File: src/rtl/mem_dma_master.sv
// Block-operation initiator for the data memory port: fill, copy, or 16-bit checksum of a word range.
// Define MEM_DMA_BOUNDS_CHECK_EN to reject commands whose ranges run past MEMORY_SIZE.
module mem_dma_master #(
  parameter int MEMORY_SIZE = 100,
  parameter int LEN_W       = 8
) (
  input  logic             CLK,
  input  logic             reset,
  input  logic             start,
  input  logic [1:0]       mode,
  input  logic [31:0]      src,
  input  logic [31:0]      dst,
  input  logic [LEN_W-1:0] len,
  input  logic [31:0]      fill_val,
  output logic             busy,
  output logic             done,
  output logic             err,
  output logic [31:0]      mem_A,
  output logic [31:0]      mem_WD,
  output logic             mem_WE,
  input  logic [31:0]      mem_RD,
  output logic [15:0]      checksum
);

  typedef enum logic [1:0] {IDLE, READ, WRITE, DONE} state_t;
  typedef enum logic [1:0] {M_FILL = 2'b00, M_COPY = 2'b01, M_CSUM = 2'b10, M_ILL = 2'b11} mode_t;

`ifdef MEM_DMA_BOUNDS_CHECK_EN
  localparam bit BOUNDS_EN = 1'b1;
`else
  localparam bit BOUNDS_EN = 1'b0;
`endif
  localparam logic [32:0] MEM_LIMIT = 33'(MEMORY_SIZE);

  state_t           state, state_d;
  mode_t            mode_q, mode_in;
  logic [31:0]      src_q, dst_q, fill_q, data_q, data_d;
  logic [LEN_W-1:0] len_q, idx, idx_d, idx_inc;
  logic [15:0]      acc, acc_d, checksum_q;
  logic             err_q, err_d, load_cmd, load_csum, last, range_err;
  logic [32:0]      src_end, dst_end;

  assign mode_in = mode_t'(mode);
  assign idx_inc = idx + 1'b1;
  assign last    = (idx_inc == len_q);

  // 33-bit sums so a range that wraps the 32-bit address space is still flagged.
  assign src_end   = {1'b0, src} + 33'(len);
  assign dst_end   = {1'b0, dst} + 33'(len);
  assign range_err = BOUNDS_EN &&
                     ((((mode_in == M_FILL) || (mode_in == M_COPY)) && (dst_end > MEM_LIMIT)) ||
                      (((mode_in == M_COPY) || (mode_in == M_CSUM)) && (src_end > MEM_LIMIT)));

  // NOTE: every output of this block gets a default first so no path leaves one unassigned (no latches).
  always_comb begin
    state_d   = state;
    idx_d     = idx;
    acc_d     = acc;
    data_d    = data_q;
    err_d     = err_q;
    load_cmd  = 1'b0;
    load_csum = 1'b0;
    mem_A     = '0;
    mem_WD    = '0;
    mem_WE    = 1'b0;
    case (state)
      IDLE: begin
        if (start) begin
          load_cmd = 1'b1;
          err_d    = 1'b0;
          idx_d    = '0;
          acc_d    = '0;
          if (mode_in == M_ILL || range_err) begin
            err_d   = 1'b1;
            state_d = DONE;
          end else if (len == '0) begin
            state_d = DONE;
          end else begin
            state_d = (mode_in == M_FILL) ? WRITE : READ;
          end
          load_csum = (state_d == DONE) && (mode_in == M_CSUM);
        end
      end
      READ: begin
        mem_A = src_q + 32'(idx);
        if (mode_q == M_CSUM) begin
          acc_d = acc + mem_RD[15:0] + mem_RD[31:16];
          idx_d = idx_inc;
          if (last) begin
            state_d   = DONE;
            load_csum = 1'b1;
          end
        end else begin
          data_d  = mem_RD;
          state_d = WRITE;
        end
      end
      WRITE: begin
        mem_A   = dst_q + 32'(idx);
        mem_WD  = (mode_q == M_FILL) ? fill_q : data_q;
        mem_WE  = 1'b1;
        idx_d   = idx_inc;
        state_d = last ? DONE : ((mode_q == M_FILL) ? WRITE : READ);
      end
      DONE:    state_d = IDLE;
      default: state_d = IDLE;
    endcase
  end

  // NOTE: state uses non-blocking assignments so every register samples pre-edge values.
  // Command registers are reset too, so nothing downstream ever sees X after reset.
  always_ff @(posedge CLK or negedge reset) begin
    if (!reset) begin
      state      <= IDLE;
      mode_q     <= M_FILL;
      src_q      <= '0;
      dst_q      <= '0;
      len_q      <= '0;
      fill_q     <= '0;
      data_q     <= '0;
      idx        <= '0;
      acc        <= '0;
      err_q      <= 1'b0;
      checksum_q <= '0;
    end else begin
      state  <= state_d;
      idx    <= idx_d;
      acc    <= acc_d;
      data_q <= data_d;
      err_q  <= err_d;
      if (load_cmd) begin
        mode_q <= mode_in;
        src_q  <= src;
        dst_q  <= dst;
        len_q  <= len;
        fill_q <= fill_val;
      end
      if (load_csum) checksum_q <= acc_d;
    end
  end

  assign busy     = (state != IDLE);
  assign done     = (state == DONE);
  assign err      = err_q;
  assign checksum = checksum_q;

endmodule

File: config.mk
export PLATFORM = sky130hd
export DESIGN_NAME = mem_dma_master
export DESIGN_NICKNAME = d
export VERILOG_FILES = /design/src/rtl/mem_dma_master.sv
export SDC_FILE = /design/constraint.sdc
export NUM_CORES = 1
export LEC_CHECK = 0
export BUFFER_PORTS_ARGS = -buffer_cell sky130_fd_sc_hd__buf_2
export CAP_MARGIN = 10
export CELL_PAD_IN_SITES_DETAIL_PLACEMENT = 0
export CELL_PAD_IN_SITES_GLOBAL_PLACEMENT = 1
export CORE_AREA = 2 2 174 176
export CTS_BUF_LIST = sky130_fd_sc_hd__clkbuf_4
export DETAILED_ROUTE_END_ITERATION = 8
export DIE_AREA = 0 0 176 178
export HOLD_SLACK_MARGIN = 0.08
export PLACE_DENSITY_LB_ADDON = 0.1
export SETUP_SLACK_MARGIN = 0.3
export SYNTH_ARGS = -nofsm -noshare
export SYNTH_HDL_FRONTEND = slang
export SYNTH_SLANG_ARGS = --single-unit
File: constraint.sdc
create_clock -name CLK -period 8.2 [get_ports CLK]
set_clock_uncertainty 0.05 [all_clocks]
set_input_delay 0 -clock CLK [delete_from_list [all_inputs] [get_ports CLK]]
set_output_delay 0 -clock CLK [all_outputs]
set_load 0.02 [all_outputs]
==> results.cfg <==
[timing]
drv_slew = 0
tightest_slew_ns = 1.11
maxSlewHeadroom_pct = 26.1
fmax_ghz = 0.237
hold_violations = 0
setup_viol = 0
tns_ns = 0
min_period_over_period_pct = 51.5
post-route-min-period_ns = 4.23
timing.final.ws_setup_ns = 3.97
grt_setup_unrepaired = no

[cells_and_area]
fin_area_mm2 = 0.0140
layout-drive-gt1-share_pct = 34.4
final_cell_count_no_fill = 1711
seq_area_mm2 = 0.00453
fin_util_pct = 47.5
fillers = 2834
finalNetCount = 1492
multi_input_area_mm2 = 0.00540
area_growth_pct = 37.2

[placed_design]
place.gp.congestion = 0.794
dp_cells = 1478
pre_cts_ws_ns = 4.28
place_area_mm2 = 0.0117
hpwlAfterDp_um = 20500
io_buffers = 224

[floorplan]
start_util_pct = 34.6
fp-row-count = 63
die-area_mm2 = 0.0313
fp.dieH_um = 178
boundaryPins = 225
die_w_um = 176
core-area_mm2 = 0.0294

[cts]
post_cts_buffers = 0
root_buffer = clkbuf_4
clk_pin_slew_worst_paths_ns = 0.17
cts_tree = yes
numCtsBuffers = 17
insertion_delay_ns = 0.59
cts.sinks = 181
cts_max_level = 4
cts_max_path_buffers = 2
ctsHoldBuffers = 194
cts_resized = 0

[yosys]
synth_top_cell_by_area = dfrtp_1
synth_area_mm2 = 0.0102
synth_edf_count = 0
postSynthCellCount = 906
synth_area_leaders = dfrtp_1 44%, mux2_2 17%, nand2_1 3.6%, fa_1 3.3%, ha_1 3.3%
synth.net_count = 1091
synth-seq-cells = 181
avgSynthCellArea_um2 = 11.2
ys_seq_area_share_pct = 44.5
ys_warn_count = 0
yosys_most_used_dff = dfrtp_1
synthArstFlopShare_pct = 100
synth_common_cells = 181 x dfrtp_1, 157 x mux2_2, 99 x nand2_1, 40 x nor2_1, 35 x clkbuf_1
synth.most_common_cell = dfrtp_1
synth_top_cell_area_share_pct = 44.5
yosysUniqueCellTypes = 65

[route]
drt_iter0_markers = 359
antenna_left = 0
num_vias = 8200
drc = 0
drt-pass1-iter-count = 4
wl_per_cell_um = 17.3
drt_wl_total_um = 29600
viasPerCell = 4.79

[global_routing]
grt_max_degree = 76
grt_first_pass_wirelength_um = 46500
grt_pass1_vias = 8347
antenna_found_initial = 3
grt.total_usage_pct = 19.1
grt-ovfl-total = 0

[critical_path]
critPathRequiredTime_ns = 8.15
path_class = reg -> out
startpoint_type = flip-flop
cp-end-kind = output port
arrival_ns = 4.18
crit_fanout = 15

[worst_hold_path]
hold_path.class = in -> reg

[power_and_ir_drop]
ir_drop_mv = 0.213
p_leak_uw = 0.00633
power_density_mw_per_mm2 = 348

[flow_run]
max_cap_viol_count = 0

[run_status]
status = finished clean
==> per-layer routing <==
metal | GRT usage, % | share of wire [%] | wire length, um
met3 | 3.54 | 4.8 | 1410
met2 | 29.6 | 45 | 13400
met4 | 3.93 | 1.0 | 308
met5 | 0 | 0.044 | 13
met1 | 28.0 | 49 | 14500
==> cell families (layout without fill, tap and decap cells) <==
| group | count (synthesis) | after routing | synth area share, % |
|---|---|---|---|
| xor+xnor | 50 | 50 | 4.30 |
| other cells | 0 | 1 | 0 |
| compound gates | 161 | 161 | 10.9 |
| buf+inv | 67 | 481 | 2.89 |
| mux | 182 | 182 | 20.3 |
| flops | 181 | 181 | 44.5 |
| simple gates | 221 | 221 | 10.4 |
| fa+ha+maj | 44 | 44 | 6.66 |
==> cell type report <==
class,instances,area share (%)
clock buffers,17,0.913
diodes,1,0.0179
clock inverters,15,1.16
well taps,390,3.49
multi-input cells,658,38.6
repair buffers,430,22.8
inverters,19,0.510
flip-flops and latches,181,32.4
==> placed cells by master, fill, tap and decap left out, types with 17 or more instances in the layout <==
cell type and instances:
o21ai_0 34, nor2_1 39, a21boi_0 33, clkbuf_4 17
fa_1 17, nand2_1 98, buf_2 223, dfrtp_1 181
inv_1 19, xnor2_1 24, dlygate4sd3_1 198, mux2_2 157
a21oi_1 27, ha_1 26, xor2_1 26
==> worst max-delay path, stage by stage, from the launching register on <==
cell	delay, ns
dfrtp_1	0.44
inv_1	0.13
ha_4	0.28
mux2_2	0.36
ha_1	0.33
and3_1	0.23
a211oi_2	0.92
a21oi_1	0.28
a31o_2	0.31
a21oi_1	0.15
buf_2	0.19
==> sequential cells by signal (all words and copies together), names as in the netlist <==
signal    flops
acc          16
checksum     16
data_q       32
dst_q        32
err           1
fill_q       32
idx           8
len_q         8
mode_q        2
src_q        32
state         2
==> per-stage QoR <==
| step | power (uW) | hold slack [ns] |
|---|---|---|
| 2_1_floorplan | 3510 | -0.346 |
| 3_3_place_gp | 4300 | 0.166 |
| 3_5_place_dp | 4310 | 0.165 |
| 4_1_cts | 4920 | 0.0816 |
| 5_1_grt | 5290 | 0.0808 |
| 6_report | 4860 | 0.136 |
==> power breakdown <==
part	switching, uW	total [uW]	internal (uW)
Sequential	263	1570	1300
Combinational	1540	2770	1230
Clock	379	520	141
Total	2180	4860	2670
==> worst paths after layout <==
kind / slack (ns) / endpoint / cells after the start / start
setup / recovery: 3.97 / mem_A[13] / 10 / state[0]$_DFFE_PN0P_
hold / removal: 0.14 / dst_q[14]$_DFFE_PN0P_ / 3 / dst[14]
setup reg to reg: 4.79 / checksum[11]$_DFFE_PN0P_ / 12 / acc[1]$_DFF_PN0_
hold reg to reg: 0.46 / data_q[17]$_DFFE_PN0P_ / 2 / data_q[17]$_DFFE_PN0P_
max in group asynchronous: 6.27 / dst_q[16]$_DFFE_PN0P_ / 4 / reset
min in group asynchronous: 0.45 / checksum[7]$_DFFE_PN0P_ / 3 / reset
Note: power is estimated with default switching activity, not from simulation.
